[src/rtl/nebula_pkg.sv]
// Shared NoC types for the nebula node: flit format, flit kinds and arbiter state encoding.
package nebula_pkg;

  localparam int unsigned NOC_DATA_W = 32;

  typedef enum logic [1:0] {
    FLIT_TYPE_HEAD   = 2'd0,
    FLIT_TYPE_BODY   = 2'd1,
    FLIT_TYPE_TAIL   = 2'd2,
    FLIT_TYPE_SINGLE = 2'd3
  } flit_type_e;

  typedef struct packed {
    flit_type_e            flit_type;
    logic [7:0]            packet_id;
    logic [3:0]            dst;
    logic [NOC_DATA_W-1:0] data;
  } noc_flit_t;

  typedef enum logic {
    ARB_IDLE,
    ARB_LOCKED
  } arb_state_e;

  // Increment with wrap for round-robin pointers; n need not be a power of two.
  function automatic int unsigned rr_next(input int unsigned idx, input int unsigned n);
    return (idx + 1 >= n) ? 0 : idx + 1;
  endfunction

endpackage

[src/rtl/nebula_rr_pick.sv]
// Combinational round-robin pick: first set request at or after rr_ptr, wrapping to index 0.
module nebula_rr_pick #(
  parameter int unsigned NUM_REQ   = 4,
  parameter int unsigned REQ_IDX_W = $clog2(NUM_REQ)
) (
  input  logic [NUM_REQ-1:0]   req,
  input  logic [REQ_IDX_W-1:0] rr_ptr,
  output logic [NUM_REQ-1:0]   grant,
  output logic [REQ_IDX_W-1:0] idx
);

  logic        found;
  int unsigned cand;

  always_comb begin
    grant = '0;
    idx   = '0;
    found = 1'b0;
    cand  = 0;
    for (int unsigned off = 0; off < NUM_REQ; off++) begin
      cand = (32'(rr_ptr) + off) % NUM_REQ;
      if (!found && req[cand]) begin
        found       = 1'b1;
        grant[cand] = 1'b1;
        idx         = REQ_IDX_W'(cand);
      end
    end
  end

endmodule

[src/rtl/nebula_noc_inject_arbiter.sv]
// Packet-atomic round-robin arbiter sharing one registered NoC injection port.
// Per-requester flit counters are built only when NEBULA_ARB_STATS_EN is defined.
module nebula_noc_inject_arbiter
  import nebula_pkg::*;
#(
  parameter int unsigned NUM_REQ   = 4,
  parameter int unsigned REQ_IDX_W = $clog2(NUM_REQ)
) (
  input  logic                 clk,
  input  logic                 rst_n,
  input  logic [NUM_REQ-1:0]   req_valid,
  output logic [NUM_REQ-1:0]   req_ready,
  input  noc_flit_t            req_flit [NUM_REQ],
  output logic                 noc_flit_out_valid,
  input  logic                 noc_flit_out_ready,
  output noc_flit_t            noc_flit_out,
  output logic                 busy,
  output logic [REQ_IDX_W-1:0] lock_owner,
  output logic                 busy_locked,
  output logic                 proto_err,
  output logic [31:0]          stats_flit_count [NUM_REQ]
);

  arb_state_e           state_q, state_d;
  logic [REQ_IDX_W-1:0] rr_ptr_q, rr_ptr_d;
  logic [REQ_IDX_W-1:0] lock_owner_q, lock_owner_d;
  logic                 proto_err_q, proto_err_d;
  logic                 out_valid_q;
  noc_flit_t            out_flit_q;

  logic [NUM_REQ-1:0]   idle_grant, grant;
  logic [REQ_IDX_W-1:0] idle_idx, win_idx;
  logic                 can_load, accept;
  noc_flit_t            win_flit;

  nebula_rr_pick #(
    .NUM_REQ   (NUM_REQ),
    .REQ_IDX_W (REQ_IDX_W)
  ) u_pick (
    .req    (req_valid),
    .rr_ptr (rr_ptr_q),
    .grant  (idle_grant),
    .idx    (idle_idx)
  );

  // While locked only the owner may be granted, even if it has nothing to send.
  always_comb begin
    grant   = '0;
    win_idx = '0;
    if (state_q == ARB_LOCKED) begin
      grant[lock_owner_q] = req_valid[lock_owner_q];
      win_idx             = lock_owner_q;
    end else begin
      grant   = idle_grant;
      win_idx = idle_idx;
    end
  end

  assign can_load  = !out_valid_q || noc_flit_out_ready;
  assign req_ready = (rst_n && can_load) ? grant : '0;
  assign accept    = |req_ready;
  assign win_flit  = req_flit[win_idx];

  always_comb begin
    state_d      = state_q;
    rr_ptr_d     = rr_ptr_q;
    lock_owner_d = lock_owner_q;
    proto_err_d  = proto_err_q;
    if (accept) begin
      if (state_q == ARB_IDLE) begin
        case (win_flit.flit_type)
          FLIT_TYPE_HEAD: begin
            state_d      = ARB_LOCKED;
            lock_owner_d = win_idx;
          end
          FLIT_TYPE_SINGLE: rr_ptr_d = REQ_IDX_W'(rr_next(32'(win_idx), NUM_REQ));
          default: begin
            // Stray BODY/TAIL passes through as an unlocked flit.
            proto_err_d = 1'b1;
            rr_ptr_d    = REQ_IDX_W'(rr_next(32'(win_idx), NUM_REQ));
          end
        endcase
      end else begin
        case (win_flit.flit_type)
          FLIT_TYPE_TAIL: begin
            state_d  = ARB_IDLE;
            rr_ptr_d = REQ_IDX_W'(rr_next(32'(lock_owner_q), NUM_REQ));
          end
          FLIT_TYPE_BODY: state_d = ARB_LOCKED;
          default:        proto_err_d = 1'b1;
        endcase
      end
    end
  end

  always_ff @(posedge clk) begin
    if (!rst_n) begin
      state_q      <= ARB_IDLE;
      rr_ptr_q     <= '0;
      lock_owner_q <= '0;
      proto_err_q  <= 1'b0;
      out_valid_q  <= 1'b0;
      out_flit_q   <= '0;
    end else begin
      state_q      <= state_d;
      rr_ptr_q     <= rr_ptr_d;
      lock_owner_q <= lock_owner_d;
      proto_err_q  <= proto_err_d;
      if (can_load) begin
        out_valid_q <= accept;
        if (accept) out_flit_q <= win_flit;
      end
    end
  end

  assign noc_flit_out_valid = out_valid_q;
  assign noc_flit_out       = out_flit_q;
  assign busy_locked        = (state_q == ARB_LOCKED);
  assign busy               = busy_locked || out_valid_q;
  assign lock_owner         = lock_owner_q;
  assign proto_err          = proto_err_q;

`ifdef NEBULA_ARB_STATS_EN
  logic [31:0] stats_q [NUM_REQ];

  always_ff @(posedge clk) begin
    if (!rst_n) begin
      for (int unsigned i = 0; i < NUM_REQ; i++) stats_q[i] <= '0;
    end else begin
      for (int unsigned i = 0; i < NUM_REQ; i++) begin
        if (req_ready[i]) stats_q[i] <= stats_q[i] + 32'd1;
      end
    end
  end

  always_comb begin
    for (int unsigned i = 0; i < NUM_REQ; i++) stats_flit_count[i] = stats_q[i];
  end
`else
  always_comb begin
    for (int unsigned i = 0; i < NUM_REQ; i++) stats_flit_count[i] = '0;
  end
`endif

endmodule

[config.mk]
export PLATFORM = sky130hd
export DESIGN_NAME = nebula_noc_inject_arbiter
export DESIGN_NICKNAME = d
export VERILOG_FILES = /design/src/rtl/nebula_pkg.sv /design/src/rtl/nebula_rr_pick.sv /design/src/rtl/nebula_noc_inject_arbiter.sv
export SDC_FILE = /design/constraint.sdc
export NUM_CORES = 1
export LEC_CHECK = 0
export CAP_MARGIN = 20
export CELL_PAD_IN_SITES_DETAIL_PLACEMENT = 1
export CELL_PAD_IN_SITES_GLOBAL_PLACEMENT = 2
export CORE_MARGIN = 2
export CORE_UTILIZATION = 17
export CTS_CLUSTER_DIAMETER = 40
export DETAILED_ROUTE_END_ITERATION = 6
export PLACE_DENSITY_LB_ADDON = 0.12
export SETUP_SLACK_MARGIN = 0.5
export SYNTH_ARGS = -nofsm -noshare
export SYNTH_HDL_FRONTEND = slang
export SYNTH_SLANG_ARGS = --single-unit
[constraint.sdc]
create_clock -name clk -period 4.95 [get_ports clk]
set_input_delay 0.495 -clock clk [delete_from_list [all_inputs] [get_ports clk]]
set_output_delay 0.495 -clock clk [all_outputs]
set_load 0.03 [all_outputs]
Word level (Yosys, flattened, before mapping) --
Cells that the tools add are included.
Operators by class: $add $sub $neg 5, equal/unequal tests 7, $lt $le $gt $ge 13, multiplexer cells 48, reductions and logical operators 23, bitwise logic cells 6
Operators with widths (number):
- 46-bit binary-select mux with 2-bit select | 1
- 46-bit two-way mux | 2
- 4-bit two-way mux | 6
- 2-bit two-way mux | 10
- 1-bit two-way mux | 19
- 2-bit by 3-bit < comparator with 1-bit output (second input constant) | 5
- 4-bit OR | 3
- 1-bit binary-select mux with 2-bit select | 5
- 1-bit demux with 2-bit select | 5
- 2-bit by 1-bit >= comparator with 1-bit output (second input constant) | 5
- 3-bit >= comparator (second input constant) | 3
- 1-bit logical AND | 9
- 3-bit AND reduction | 3
- 2-bit by 1-bit adder with 3-bit output (second input constant) | 2
- 2-bit adder (second input constant) | 2
- 4-bit bitwise AND | 1
- 2-bit equality test (second input constant) | 2
- 1-bit zero test | 4
- 2-bit by 1-bit != test with 1-bit output (second input constant) | 2
- 2-bit != test (second input constant) | 2
- 2-bit OR reduction | 2
- 4-bit OR reduction | 1
- 2-bit NOT with 3-bit output | 1
- 2-bit by 1-bit adder with 2-bit output (second input constant) | 1
- other kinds (5) | 6
Word-level totals: output and inout bits 184, logic and storage cells 111, register bits after elaboration 53

Logic depth before layout (Yosys ltp) --
depth after elaboration 21, mapped depth 15

Hierarchy --
A second synthesis with hierarchy kept.
Unflattened totals: cell total of the unflattened synthesis 512, area, all modules 4971.0 µm²
By module, submodules not included:
- nebula_noc_inject_arbiter | area each 4551.9 µm², times used 1, sequential area each 1061.0 µm², cells an instance 466
- nebula_rr_pick | area each 419.2 µm², times used 1, sequential area each 0.0 µm², cells an instance 46

Least setup slack after synthesis --
Ideal clock, no wire load.
kind register to register, from reg rr_ptr_q[0], to reg lock_owner_q[0] (netlist: lock_owner[0]), stages on the path, launching flop included 15, arrival time 3642 ps, setup slack 1189 ps, buffers on the path 4, clock period less this slack 3761 ps, required time 4831 ps, library setup time 119 ps, cells stage by stage dfxtp_1 > buf_6 > buf_6 > inv_1 > ha_1 > mux4_2 > nor2b_4 > a22oi_1 > or2_0 > a211oi_1 > or4_1 > buf_2 > buf_6 > nand2_1 > o221a_1
On the way: elaborated cells on any way between the ends 61, those cells by class 3 x add/sub; 8 x order compare; 33 x mux; 4 x bitwise; 13 x reduce/logical
RTL lines:
- start: declaration | line nebula_noc_inject_arbiter.sv:25 | logic [REQ_IDX_W-1:0] rr_ptr_q, rr_ptr_d;
- start signal: assignment | line nebula_noc_inject_arbiter.sv:106 | rr_ptr_q <= rr_ptr_d;
- branches (longest 11 deep; another with 2-bit by 3-bit < comparator with 1-bit output)
- 4-bit two-way mux * | line nebula_rr_pick.sv:22 | if (!found && req[cand]) begin
- 4-bit two-way mux * | line nebula_noc_inject_arbiter.sv:50 | if (state_q == ARB_LOCKED) begin
- 4-bit two-way mux * | line nebula_noc_inject_arbiter.sv:60 | assign req_ready = (rst_n && can_load) ? grant : '0;
- net req_ready[2] | line nebula_noc_inject_arbiter.sv:12 | output logic [NUM_REQ-1:0] req_ready,
- 4-bit OR reduction * | line nebula_noc_inject_arbiter.sv:61 | assign accept = |req_ready;
- 3-bit AND reduction (no line) *
- end signal: assignment | line nebula_noc_inject_arbiter.sv:107 | lock_owner_q <= lock_owner_d;
- end: declaration | line nebula_noc_inject_arbiter.sv:26 | logic [REQ_IDX_W-1:0] lock_owner_q, lock_owner_d;
Mark *: on every way through the listed nets, which the timed path passes. The select of a mux whose other input is x is not followed. A chain may end at the register's enable or synchronous reset.

Worst setup path in the final report --
from reg rr_ptr_q[1], to out req_ready[1]
On the way: word-level cells in the longest chain between the ends 14, elaborated cells on any way between the ends 49, those cells by class 3 x add/sub; 8 x order compare; 25 x mux; 3 x bitwise; 10 x reduce/logical
RTL lines (line):
- branches (longest 11 deep; another with 2-bit by 3-bit < comparator with 1-bit output)
- 4-bit two-way mux * | nebula_rr_pick.sv:22
- 4-bit two-way mux * | nebula_noc_inject_arbiter.sv:50
- 4-bit two-way mux * | nebula_noc_inject_arbiter.sv:60
- end: declaration | nebula_noc_inject_arbiter.sv:12
Mark *: on every way between the ends. The select of a mux whose other input is x is not followed.

==> flow_summary_export.csv <==
group,metric,value,unit
floorplanning,fp.dieH,174,µm
timing,setup_tns,0,ns
final_layout,fin_nets,1159,
yosys,synth_seq_area_share,0.216,
setup_path,end_kind,"output pin",
route,routed-via-count,5371,
timing,skew,0.00396,ns
global_routing,antenna_found_initial,3,
clock_tree,htreeDepth,2,
yosys,ys_warn_count,0,
route,ant_nets,0,
power_and_ir_drop,power_leakage,3.03,nW
floorplanning,io_pins,375,
outcome,status,"complete, no violations",
setup_path,critPathSlowestCell,"clkdlybuf4s50_1",
timing,hold_viol,0,
clock_tree,cts_resized,0,
route,routedWlPerCell,17.3,µm
setup_path,path_class,"reg2out",
route,viasPerCell,4.00,
final_layout,final_area,7430,µm²
placement,hpwl,17.5,mm
timing,maxSlewViolCount,0,
floorplanning,rows,62,
clock_tree,cts_tree,"done",
route,drtIter0Drc,167,
global_routing,grt_pass1_vias,5427,
floorplanning,start_util,0.172,
timing,worst_slew_pin_slew,0.783,ns
setup_path,cp.arrival,3.69,ns
placement,place_area,7270,µm²
clock_tree,numCtsBuffers,5,
timing,max_freq,239,MHz
floorplanning,die_width,174,µm
yosys,synth_ff_type,"dfxtp_1",
power_and_ir_drop,irDropWorstVdd,0.415,mV
setup_path,slowest_delay,0.74,ns
setup_path,cp.required,4.45,ns
route,remaining_drc_errors,0,
power_and_ir_drop,total_power,4.52,mW
timing,rsz0062_at_grt,"false",
global_routing,grt_pass1_wl,34.4,mm
yosys,synth_area,4920,µm²
route,dr.pass1.iters,4,
setup_path,worstPathCellList,"inv_1 > ha_1 > mux4_2 > nor2b_4 > a22oi_1 > or2_2 > a211oi_2 > clkdlybuf4s50_1",
timing,fin_crit_sh,0.846,
floorplanning,coreArea,28600,µm²
floorplanning,die-area,30300,µm²
timing,slew_headroom,0.477,
timing,fin_crit,4.19,ns
final_layout,final_common_cell,"clkdlybuf4s50_1",
final_layout,area_delta_synth_final,51.0,%
power_and_ir_drop,power_density,609,nW/µm²
global_routing,grt_overflow,0,
placement,port_buffers,246,
yosys,postSynthAreaPerCell,6.66,µm²
yosys,synth_edf_count,0,
setup_path,worstSetupStartpointType,"flip-flop",
clock_tree,root_buffer,"clkbuf_16",
final_layout,final_cell_mix,"clkdlybuf4s50_1 (246), nand2_1 (222), nand3_1 (135)",
clock_tree,path_clk_slew,0.08,ns
global_routing,grt_max_degree,89,
route,wl,23.2,mm
timing,timing.hold.ws,0.451,ns
global_routing,grtUsageTotal,0.148,
yosys,netlist_instances,739,
final_layout,drive_gt1_frac,0.0460,
hold_path,hp-class,"reg2reg",
yosys,yosysUniqueCellTypes,54,
placement,place_inst,1332,
clock_tree,cts_sinks,53,
clock_tree,ctsHoldBuffers,0,
final_layout,instances_no_fill,1343,
placement,place_congestion,0.791,
clock_tree,post_cts_buffers,0,
clock_tree,clk_latency,0.30,ns
yosys,async_flop_share,0,
yosys,ys_ff_latch,53,
timing,setup_viol,0,
run,drv_cap,0,
clock_tree,clk_path_buf_depth,2,
setup_path,critPathMaxFanout,8,
area by class of cell:
cell class                 instances  area, µm²
timing repair buffer             258       2560
antenna                            3       7.51
fill                            3534      21200
sequential                        53       1060
clock buffer                       8        136
tap                              384        480
inverter                          10       37.5
multi-input combinational        627       3140
synthesized netlist by cell type (2+ instances only):
master,count,area share
dfxtp_1,53,0.22
or2_2,2,0.0025
nand2b_1,2,0.0025
nand3_1,135,0.14
or2_0,2,0.0025
nor2_1,6,0.0046
inv_1,8,0.0061
ha_1,13,0.033
or2_1,2,0.0025
a22oi_1,4,0.0061
buf_4,128,0.20
inv_2,2,0.0015
buf_6,4,0.0092
a311oi_1,3,0.0053
a221oi_1,4,0.0071
nand2_1,223,0.17
buf_2,14,0.014
a21oi_1,51,0.052
mux4_2,5,0.023
clkbuf_1,30,0.023
mux2i_1,2,0.0041
o21a_1,3,0.0046
a211oi_1,4,0.0061
and3_1,2,0.0025
and2_1,2,0.0025
a221oi_2,2,0.0061
a32o_1,2,0.0041
o21ai_0,5,0.0051
per-layer routing:
metal	GRT usage	up-vias	routed length (µm)
li1	-	2647	-
met1	0.182	2519	9810
met2	0.259	190	11700
met3	0.0322	15	1370
met4	0.0399	0	293
met5	0	-	0
critical path, delay by kind of cell, from the launching register on:
kind                     cells  cell delay [ns]
buffers and inverters        2             0.96
flip-flops                   1             0.54
AND/OR/NAND/NOR              2             0.53
multiplexers                 1             0.47
adder cells (fa/ha/maj)      1             0.46
AO/OA/AOI/OAI                2             0.41
final timing paths:
check,start,end,slack (ns),cells past startpoint
worst max-delay path,rr_ptr_q[1],req_ready[1],0.76,8
worst min-delay path,noc_flit_out[28],noc_flit_out[28],0.45,2
worst max register to register,rr_ptr_q[1],noc_flit_out[23],1.03,11
worst min register to register,noc_flit_out[28],noc_flit_out[28],0.45,2
registers in the layout, indices dropped and copies added (netlist names):
signal / cells
noc_flit_out: 46
noc_flit_out_valid: 1
lock_owner: 2
proto_err: 1
rr_ptr_q: 2
busy_locked: 1
cell families after synthesis:
family | after synthesis | share of synthesized area
buffers and inverters | 186 | 0.249
flip-flops | 53 | 0.216
AND/OR/NAND/NOR | 386 | 0.346
AO/OA/AOI/OAI | 91 | 0.122
adder cells (fa/ha/maj) | 13 | 0.0331
other | 1 | 0.000762
XOR/XNOR | 1 | 0.00178
multiplexers | 8 | 0.0315
power by group:
part	internal [mW]	switching, mW	total (mW)
clock network	0.190	0.180	0.369
registers	0.564	0.108	0.672
logic	1.20	2.29	3.48
metrics by stage:
step / utilization / worst slack (ns)
final: 0.260 / 0.763
after global routing: 0.260 / 0.520
after CTS: 0.259 / 0.595
after detailed placement: 0.254 / 0.817
after global placement: 0.254 / 0.880
after floorplan: - / 1.19
Power figures use the tool's default switching activity.
